### config.mk
export PLATFORM = sky130hd
export DESIGN_NAME = clock_set_ctrl
export DESIGN_NICKNAME = d
export VERILOG_FILES = /design/src/rtl/clock_pkg.sv /design/src/rtl/btn_edge_repeat.sv /design/src/rtl/clock_set_ctrl.sv
export SDC_FILE = /design/constraint.sdc
export NUM_CORES = 1
export LEC_CHECK = 0
export CORE_MARGIN = 4
export CORE_UTILIZATION = 49
export CTS_CLUSTER_DIAMETER = 40
export DETAILED_ROUTE_END_ITERATION = 16
export PLACE_DENSITY = 0.76
export SLEW_MARGIN = 20
export SYNTH_ARGS = -nofsm -noshare
export SYNTH_HDL_FRONTEND = slang
export SYNTH_HIERARCHICAL = 1
export SYNTH_SLANG_ARGS = --single-unit
### constraint.sdc
create_clock -name clk -period 2.2 [get_ports clk]
set_input_delay 0.33 -clock clk [delete_from_list [all_inputs] [get_ports clk]]
set_output_delay 0.33 -clock clk [all_outputs]
set_load 0.01 [all_outputs]
### src/rtl/clock_pkg.sv
`default_nettype none
// ============================================================================
//  Module   : clock_pkg
//  Purpose  : Shared types, BCD limits and increment helpers for the
//             alarm-clock set-mode controller.
//  Revision : 1.0  initial release
// ============================================================================
package clock_pkg;

  typedef enum logic [2:0] {
    ST_IDLE    = 3'd0,
    ST_EDIT_HH = 3'd1,
    ST_EDIT_MM = 3'd2,
    ST_EDIT_SS = 3'd3,
    ST_EDIT_PM = 3'd4,
    ST_COMMIT  = 3'd5
  } fsm_state_e;

  typedef enum logic [1:0] {
    FLD_HH = 2'd0,
    FLD_MM = 2'd1,
    FLD_SS = 2'd2,
    FLD_PM = 2'd3
  } field_e;

  localparam logic [7:0] HR_MIN = 8'h01;
  localparam logic [7:0] HR_MAX = 8'h12;
  localparam logic [7:0] MS_MAX = 8'h59;

  // 12-hour BCD step: 12 wraps to 01, low digit 9 carries.
  function automatic logic [7:0] bcd_inc_hh(input logic [7:0] v);
    if (v == HR_MAX)          return HR_MIN;
    else if (v[3:0] == 4'h9)  return {v[7:4] + 4'h1, 4'h0};
    else                      return v + 8'h01;
  endfunction

  // Minute/second BCD step: 59 wraps to 00, low digit 9 carries.
  function automatic logic [7:0] bcd_inc_ms(input logic [7:0] v);
    if (v == MS_MAX)          return 8'h00;
    else if (v[3:0] == 4'h9)  return {v[7:4] + 4'h1, 4'h0};
    else                      return v + 8'h01;
  endfunction

endpackage
`default_nettype wire

### src/rtl/btn_edge_repeat.sv
`default_nettype none
// ============================================================================
//  Module   : btn_edge_repeat
//  Purpose  : Rising-edge detector with auto-repeat for a debounced button.
//             'rise' pulses on each press; 'step' adds repeat pulses while
//             the button stays held and 'enable' is high.
//  Revision : 1.0  initial release
// ============================================================================
module btn_edge_repeat #(
  parameter int REPEAT_DLY  = 50,
  parameter int REPEAT_RATE = 10
) (
  input  logic clk,
  input  logic reset,
  input  logic btn,
  input  logic enable,
  output logic rise,
  output logic step
);

  localparam int MAXC = (REPEAT_DLY > REPEAT_RATE) ? REPEAT_DLY : REPEAT_RATE;
  localparam int CW   = $clog2(MAXC + 1);

  logic          btn_q;
  logic          in_rep;
  logic [CW-1:0] cnt;
  logic          fire;

  // cnt is nonzero only after a real press, so a level held through reset
  // can never arm the repeat logic.
  assign rise = btn & ~btn_q;
  assign fire = btn & btn_q & (cnt != '0) &
                (in_rep ? (cnt == CW'(REPEAT_RATE)) : (cnt == CW'(REPEAT_DLY)));
  assign step = rise | (fire & enable);

  // Track previous level and count held cycles (delay phase, then rate phase).
  always_ff @(posedge clk) begin
    btn_q <= btn;
    if (reset) begin
      cnt    <= '0;
      in_rep <= 1'b0;
    end else if (!btn) begin
      cnt    <= '0;
      in_rep <= 1'b0;
    end else if (rise) begin
      cnt    <= CW'(1);
      in_rep <= 1'b0;
    end else if (cnt != '0) begin
      if (fire) begin
        cnt    <= CW'(1);
        in_rep <= 1'b1;
      end else begin
        cnt    <= cnt + CW'(1);
      end
    end
  end

endmodule
`default_nettype wire

### src/rtl/clock_set_ctrl.sv
`default_nettype none
// ============================================================================
//  Module   : clock_set_ctrl
//  Purpose  : Front-panel set-mode controller. Edits hh/mm/ss/pm in BCD,
//             seeds from live time or the alarm shadow, then drives the
//             load buses with a stretched load_time / load_alarm strobe.
//  Revision : 1.0  initial release
// ============================================================================
module clock_set_ctrl
  import clock_pkg::*;
#(
  parameter int LOAD_HOLD    = 16,
  parameter int REPEAT_DLY   = 50,
  parameter int REPEAT_RATE  = 10,
  parameter int IDLE_TIMEOUT = 10
) (
  input  logic       clk,
  input  logic       reset,
  input  logic       tick_1s,
  input  logic       btn_mode,
  input  logic       btn_inc,
  input  logic       btn_sel,
  input  logic [7:0] cur_hh,
  input  logic [7:0] cur_mm,
  input  logic [7:0] cur_ss,
  input  logic       cur_pm,
  output logic [7:0] hh_load,
  output logic [7:0] mm_load,
  output logic [7:0] ss_load,
  output logic       pm_load,
  output logic       load_time,
  output logic       load_alarm,
  output logic       editing,
  output logic [1:0] edit_field
);

  localparam int TW = $clog2(IDLE_TIMEOUT + 1);
  localparam int HW = $clog2(LOAD_HOLD + 1);

  fsm_state_e    state, state_n;
  logic          mode_q, mode_rise;
  logic          inc_rise, inc_step;
  logic          in_edit, timeout_hit, hold_done;
  logic          target;
  logic [7:0]    e_hh, e_mm, e_ss;
  logic          e_pm;
  logic [7:0]    sh_hh, sh_mm, sh_ss;
  logic          sh_pm;
  logic [TW-1:0] tcnt;
  logic [HW-1:0] hcnt;

  btn_edge_repeat #(
    .REPEAT_DLY  (REPEAT_DLY),
    .REPEAT_RATE (REPEAT_RATE)
  ) u_inc (
    .clk    (clk),
    .reset  (reset),
    .btn    (btn_inc),
    .enable (in_edit),
    .rise   (inc_rise),
    .step   (inc_step)
  );

  assign mode_rise   = btn_mode & ~mode_q;
  assign in_edit     = (state == ST_EDIT_HH) || (state == ST_EDIT_MM) ||
                       (state == ST_EDIT_SS) || (state == ST_EDIT_PM);
  // A button edge in the same cycle as the final tick keeps the edit alive.
  assign timeout_hit = in_edit & tick_1s & ~mode_rise & ~inc_rise &
                       (tcnt == TW'(IDLE_TIMEOUT - 1));
  assign hold_done   = (hcnt == HW'(LOAD_HOLD - 1));

  assign hh_load = e_hh;
  assign mm_load = e_mm;
  assign ss_load = e_ss;
  assign pm_load = e_pm;

  // State register.
  always_ff @(posedge clk) begin
    if (reset) state <= ST_IDLE;
    else       state <= state_n;
  end

  // Next-state decode and state-derived outputs.
  always_comb begin
    state_n    = state;
    editing    = in_edit;
    edit_field = FLD_HH;
    load_time  = 1'b0;
    load_alarm = 1'b0;
    case (state)
      ST_IDLE:    if (mode_rise) state_n = ST_EDIT_HH;
      ST_EDIT_HH: begin
        edit_field = FLD_HH;
        if (mode_rise)        state_n = ST_EDIT_MM;
        else if (timeout_hit) state_n = ST_IDLE;
      end
      ST_EDIT_MM: begin
        edit_field = FLD_MM;
        if (mode_rise)        state_n = ST_EDIT_SS;
        else if (timeout_hit) state_n = ST_IDLE;
      end
      ST_EDIT_SS: begin
        edit_field = FLD_SS;
        if (mode_rise)        state_n = ST_EDIT_PM;
        else if (timeout_hit) state_n = ST_IDLE;
      end
      ST_EDIT_PM: begin
        edit_field = FLD_PM;
        if (mode_rise)        state_n = ST_COMMIT;
        else if (timeout_hit) state_n = ST_IDLE;
      end
      ST_COMMIT: begin
        load_time  = ~target;
        load_alarm = target;
        if (hold_done) state_n = ST_IDLE;
      end
      default:    state_n = ST_IDLE;
    endcase
  end

  // Mode-button level history; sampled during reset so a held level is no edge.
  always_ff @(posedge clk) begin
    mode_q <= btn_mode;
  end

  // Edit registers, target latch and alarm shadow.
  always_ff @(posedge clk) begin
    if (reset) begin
      target <= 1'b0;
      e_hh   <= HR_MAX;
      e_mm   <= 8'h00;
      e_ss   <= 8'h00;
      e_pm   <= 1'b0;
      sh_hh  <= HR_MAX;
      sh_mm  <= 8'h00;
      sh_ss  <= 8'h00;
      sh_pm  <= 1'b0;
    end else begin
      if (state == ST_IDLE && mode_rise) begin
        target <= btn_sel;
        e_hh   <= btn_sel ? sh_hh : cur_hh;
        e_mm   <= btn_sel ? sh_mm : cur_mm;
        e_ss   <= btn_sel ? sh_ss : cur_ss;
        e_pm   <= btn_sel ? sh_pm : cur_pm;
      end else if (in_edit && inc_step && !mode_rise) begin
        case (state)
          ST_EDIT_HH: e_hh <= bcd_inc_hh(e_hh);
          ST_EDIT_MM: e_mm <= bcd_inc_ms(e_mm);
          ST_EDIT_SS: e_ss <= bcd_inc_ms(e_ss);
          ST_EDIT_PM: e_pm <= ~e_pm;
          default:    ;
        endcase
      end
      if (state == ST_COMMIT && hold_done && target) begin
        sh_hh <= e_hh;
        sh_mm <= e_mm;
        sh_ss <= e_ss;
        sh_pm <= e_pm;
      end
    end
  end

  // Inactivity timer (edit states only) and commit strobe-length counter.
  always_ff @(posedge clk) begin
    if (reset) begin
      tcnt <= '0;
      hcnt <= '0;
    end else begin
      if (!in_edit || mode_rise || inc_rise || timeout_hit) tcnt <= '0;
      else if (tick_1s)                                     tcnt <= tcnt + TW'(1);
      if (state == ST_COMMIT && !hold_done) hcnt <= hcnt + HW'(1);
      else                                  hcnt <= '0;
    end
  end

endmodule
`default_nettype wire

Word level (Yosys, flattened, before mapping)
Cells that the tools add are included.
{"block": "classes", "add_sub_neg": 9, "eq_ne": 17, "muxes": 37, "bitwise_logic": 19, "n_reduce_logical": 33}
{"op": "two-way mux 8 bit", "count": 18}
{"op": "adder 8 x 1 -> 8 bit, second input constant", "count": 3}
{"op": "two-way mux 3 bit", "count": 7}
{"op": "one-hot mux 3 bit (6 select lines)", "count": 1}
{"op": "adder 4 x 1 -> 4 bit, second input constant", "count": 4}
{"op": "== test 4 bit, second input constant", "count": 4}
{"op": "== test 8 x 7 -> 1 bit, second input constant", "count": 2}
{"op": "AND reduction 2 bit", "count": 6}
{"op": "nonzero test 2 bit", "count": 6}
{"op": "bitwise AND 1 bit", "count": 10}
{"op": "two-way mux 1 bit", "count": 9}
{"op": "== test 8 x 5 -> 1 bit, second input constant", "count": 1}
{"op": "NOT 1 bit", "count": 8}
{"op": "adder 6 x 1 -> 6 bit, second input constant", "count": 1}
{"op": "== test 3 x 2 -> 1 bit, second input constant", "count": 2}
{"op": "== test 3 bit, second input constant", "count": 2}
{"op": "== test 6 x 4 -> 1 bit, second input constant", "count": 1}
{"op": "== test 6 bit, second input constant", "count": 1}
{"op": "logical AND 1 bit", "count": 6}
{"op": "logical OR 1 bit", "count": 6}
{"op": "two-way mux 6 bit", "count": 1}
{"op": "one-hot mux 2 bit (3 select lines)", "count": 1}
{"op": "nonzero test 6 bit", "count": 1}
{"op": "OR reduction 2 bit", "count": 3}
{"op": "8 further kinds", "count": 11}
{"block": "word_totals", "regBits": 72, "out_inout_bits": 30, "elab_cells": 132}

Logic depth before layout (Yosys ltp)
{"block": "logic_depth", "word_depth": 11, "depth_mapped": 12, "depth_no_buf": 11}

Hierarchy
The synthesis kept the hierarchy.
{"module": "clock_set_ctrl", "n_inst": 1, "cells_per_inst": 452, "area_per_inst_um2": 3618.5, "seq_area_each_um2": 1281.2}
{"module": "btn_edge_repeat", "n_inst": 1, "cells_per_inst": 43, "area_per_inst_um2": 427.9, "seq_area_each_um2": 160.2}

Least setup slack after synthesis
OpenSTA, ideal clock, no wires.
{"block": "synth_path", "path_kind": "register to register", "startpoint": "register u_inc.cnt[0]", "endpoint": "register e_hh[1], in the netlist hh_load[1]", "setup_ps": 58, "arrival_ps": 2299, "required_time_ps": 2142, "setup_slack_ps": -157, "stages_incl_launch_ff": 13, "n_path_buf": 1, "period_less_slack_ps": 2357, "cell_sequence": "dfxtp_1 inv_1 ha_1 nor4b_2 nor2_1 o221a_4 a21o_2 nor2b_1 nand4b_1 or2_1 buf_4 nor4b_1 a2111o_1"}
{"block": "synth_via", "elab_chain_cells": 9, "elab_cells_between_ends": 12, "classes_between": "eq/ne (2); mux (1); bitwise (4); reduce/logical (5)"}
{"element": "start: declaration", "line_no": "btn_edge_repeat.sv:26", "text": "logic [CW-1:0] cnt;"}
{"element": "start signal: assignment", "line_no": "btn_edge_repeat.sv:53", "text": "cnt <= cnt + CW'(1);"}
{"element": "== test 6 bit (tied with other cells)", "line_no": "btn_edge_repeat.sv:33", "text": "(in_rep ? (cnt == CW'(REPEAT_RATE)) : (cnt == CW'(REPEAT_DLY)));"}
{"element": "two-way mux 1 bit / bitwise AND 1 bit (equally long branches)", "line_no": "btn_edge_repeat.sv:33, btn_edge_repeat.sv:32"}
{"element": "bitwise AND 1 bit (*)", "line_no": "btn_edge_repeat.sv:32", "text": "assign fire = btn & btn_q & (cnt != '0) &"}
{"element": "bitwise AND 1 bit (*)", "line_no": "btn_edge_repeat.sv:34", "text": "assign step = rise | (fire & enable);"}
{"element": "OR 1 bit (*)", "line_no": "btn_edge_repeat.sv:34"}
{"element": "net inc_step", "line_no": "clock_set_ctrl.sv:42", "text": "logic inc_rise, inc_step;"}
{"element": "logical AND 1 bit (*) (2 in series)", "line_no": "clock_set_ctrl.sv:145", "text": "end else if (in_edit && inc_step && !mode_rise) begin"}
{"element": "nonzero test 2 bit (no line) (*)"}
{"element": "AND reduction 2 bit (no line) (*)"}
{"element": "end signal: assignment", "line_no": "clock_set_ctrl.sv:141", "text": "e_hh <= btn_sel ? sh_hh : cur_hh;"}
{"element": "end signal: assignment", "line_no": "clock_set_ctrl.sv:147", "text": "ST_EDIT_HH: e_hh <= bcd_inc_hh(e_hh);"}
{"element": "end: declaration", "line_no": "clock_set_ctrl.sv:45", "text": "logic [7:0] e_hh, e_mm, e_ss;"}
Mark *: on every way through the listed nets, which the timed path passes. The rest lies on a longest branch.
A chain may end at the register's enable or synchronous reset.

Worst setup path in the final report
Ends and elaborated chain as after synthesis.

==> metrics.txt <==
pre-CTS setup slack=-353 ps; number of maximum-capacitance violations=0; Die Footprint=0.00978 sq mm; unrepaired setup endpoints after global routing=yes; buffers and inverters on the worst path=2; path type of the worst min-delay path=reg -> reg; final wirelength=10800 um; overall die height=98.9 um; number of antenna-violating nets in the routed design=0; total number of H-tree levels=3; register area=0.00144 sq mm; antenna violations before repair=0; Achievable Freq=416 MHz; kind of critical path=reg -> reg; via count=3896; post-cts hold buffer count=0; proportion of layout cells with a drive suffix above 1=0.201; Port Buffer Count=60; worst skew pair latency=340 ps; routed length per placed instance=15.8 um; Yosys Warn Count=6; area occupied by multi-input gates=0.00263 sq mm; Final Cycle Share=1.09; violations in the final reports=setup timing; number of pins with negative max-slew slack in the final report=0; cell area after synthesis=0.00405 sq mm; most used cells in the layout excluding fill and tap cells=76 x sky130_fd_sc_hd__nand2_1, 70 x sky130_fd_sc_hd__dfxtp_1, 59 x sky130_fd_sc_hd__clkdlybuf4s50_1; post-synthesis to final-layout area growth=35.3%; overall die width=98.9 um; number of synthesized register bits=72; FILL cells=598; count of standard-cell rows=32; headroom to the max-slew limit=0.615; Vias/cell=5.70; final worst setup slack=-205 ps; post-route total power=0.00305 W; deepest clock path buffer count=2; total gr overflow=0; register area share after synthesis=0.356; number of failing setup endpoints in the final timing report=18; critical path, cell by cell=inv_4, ha_4, nor4b_4, nor2_1, o221a_4, a21o_4, buf_6, nor2b_4, nand4b_1, or2_4, o21bai_4, a2111o_1; type of destination of the critical path=register; Core Region=0.00789 sq mm; count of nets after finishing=624; highest ir drop seen on vdd=0.306 mV; total CTS buffers=9; clock skew=4.86 ps; routability-driven placement congestion ratio=0.896; number of enable flip-flop cells after synthesis=0; Top Family by Delay on Critical Path=compound AO/OA/AOI/OAI gates; starting density of the core=0.513; GR Util All Layers=0.217; run status=complete, but fails checks; count of unique library cells instantiated by Yosys=59; total iterations of the first detailed-routing run=4; clock tree from TritonCTS=built; DRC=0; signal arrival time at the worst endpoint=2630 ps; leakage power total=2.05 nW; post-layout minimum cycle time=2410 ps; Most used DFF post-synth=sky130_fd_sc_hd__dfxtp_1; Clock transition at path regs=80 ps; largest net degree at the start of global routing=30; average cell area after synthesis=8.17 sq um; critical path's slowest cell=sky130_fd_sc_hd__a2111o_1; sink count of the clock tree=72; vias in the first global route=3782; type of element launching the critical path=register; maximum fanout encountered on the critical timing path=5; slew at the pin with the worst max-slew slack=578 ps; IO Pins=61; number of hold violations in the final report=0; number of DRC violations after detailed-routing iteration 0=229; synthesized net count=543; required time reported for the critical path endpoint=2430 ps; placed wire-length estimate=7090 um; share of flip-flops with an asynchronous set or reset after synthesis=0; Diodes inserted=0; most frequent standard cell in the layout excluding fill and tap cells=sky130_fd_sc_hd__nand2_1; Critical Path Max Stage Delay=390 ps; clock tree root buffer cell=sky130_fd_sc_hd__clkbuf_8; global-route wire length before repair=17900 um; number of instances in the synthesized netlist=495; power per cell area=558 mW/mm^2
-- path summary, 6_finish.rpt --
kind	cells past startpoint	endpoint	slack, ps	from
hold / removal	1	hcnt[0]	450	hcnt[0]
hold reg to reg	1	hcnt[0]	450	hcnt[0]
setup / recovery	12	hh_load[1]	-210	u_inc/cnt[0]
setup reg to reg	12	hh_load[1]	-210	u_inc/cnt[0]
-- logic make-up after synthesis --
logic type	after synthesis	share of synthesized area
xor gates and xnor gates	16	0.0346
AOI/OAI and AO/OA	103	0.162
and+or+nand+nor	213	0.271
muxes	29	0.0742
DFF	72	0.356
adders and majority gates	17	0.0526
buffers and inverters	45	0.0498
-- metrics by stage --
step	cell area [sq um]	std cells	hold slack (ps)	TNS, ps	utilization
floorplan	4090	495	358	-87.8	-
global placement	4930	658	429	-2050	0.626
detailed placement	4930	658	444	-3160	0.626
CTS	5250	679	456	-614	0.665
global route	5470	683	480	-3500	0.694
finish	5470	683	450	-1420	0.694
-- synth_stat cells (all sizes together) (2+ instances only) --
cell type   n  area share
nand2b      6      0.0093
or2         2      0.0031
and4b       3      0.0074
a221oi      2      0.0059
and2        3      0.0046
nor3b       2      0.0037
nor4        7       0.018
nand4       6      0.0093
o21ai       7      0.0087
xnor2       9       0.019
o22ai       3      0.0046
a21oi      54       0.067
nor2       40       0.039
o211ai      4      0.0074
mux2        8       0.022
a211oi     10       0.019
nand3b      5      0.0093
o32ai       2      0.0043
nand2      80       0.074
nor2b       8       0.013
nor3       17       0.021
inv        12       0.011
a31oi       6      0.0093
dfxtp      72        0.36
nand4b      4      0.0087
ha         17       0.053
o2bb2ai     2      0.0043
clkbuf     15       0.014
xor2        7       0.015
nor4b       5       0.014
mux2i      21       0.052
and3        6      0.0093
nand3      15       0.019
buf        18       0.025
-- report_power, final --
group	internal, W	switching (W)
logic	0.000238	0.000211
clock network	0.000703	0.000507
registers	0.00133	0.0000601
total	0.00227	0.000778
-- metal layers --
layer,up-vias,GRT usage,wire length [um]
li1,1911,-,-
met1,1880,0.284,4910
met2,92,0.356,5270
met3,13,0.0425,472
met4,0,0.0725,122
met5,-,0,0
-- repair_timing --
action | CTS | global route
resized for setup | 11 | 43
cloned | 0 | 0
buffers inserted | 5 | 4
setup endpoints to repair | 11 | 50
pin swaps | 16 | 33
-- area by class of cell --
| type | instances | share of cell area |
|---|---|---|
| Clock buffer | 12 | 0.0283 |
| Clock inverter | 4 | 0.0139 |
| Inverter | 12 | 0.00869 |
| Multi-Input combinational cell | 378 | 0.481 |
| Sequential cell | 72 | 0.264 |
| Tap cell | 102 | 0.0233 |
| Timing Repair Buffer | 103 | 0.181 |
-- registers in the layout (all words and copies together), names as in the netlist --
register / flops
state: 3
sh_mm: 8
hh_load: 8
hcnt: 5
u_inc/cnt: 6
sh_pm: 1
pm_load: 1
sh_ss: 8
u_inc/btn_q: 1
mm_load: 8
mode_q: 1
ss_load: 8
tcnt: 4
u_inc/in_rep: 1
target: 1
sh_hh: 8
No activity file was read; power rests on OpenSTA's default activity.
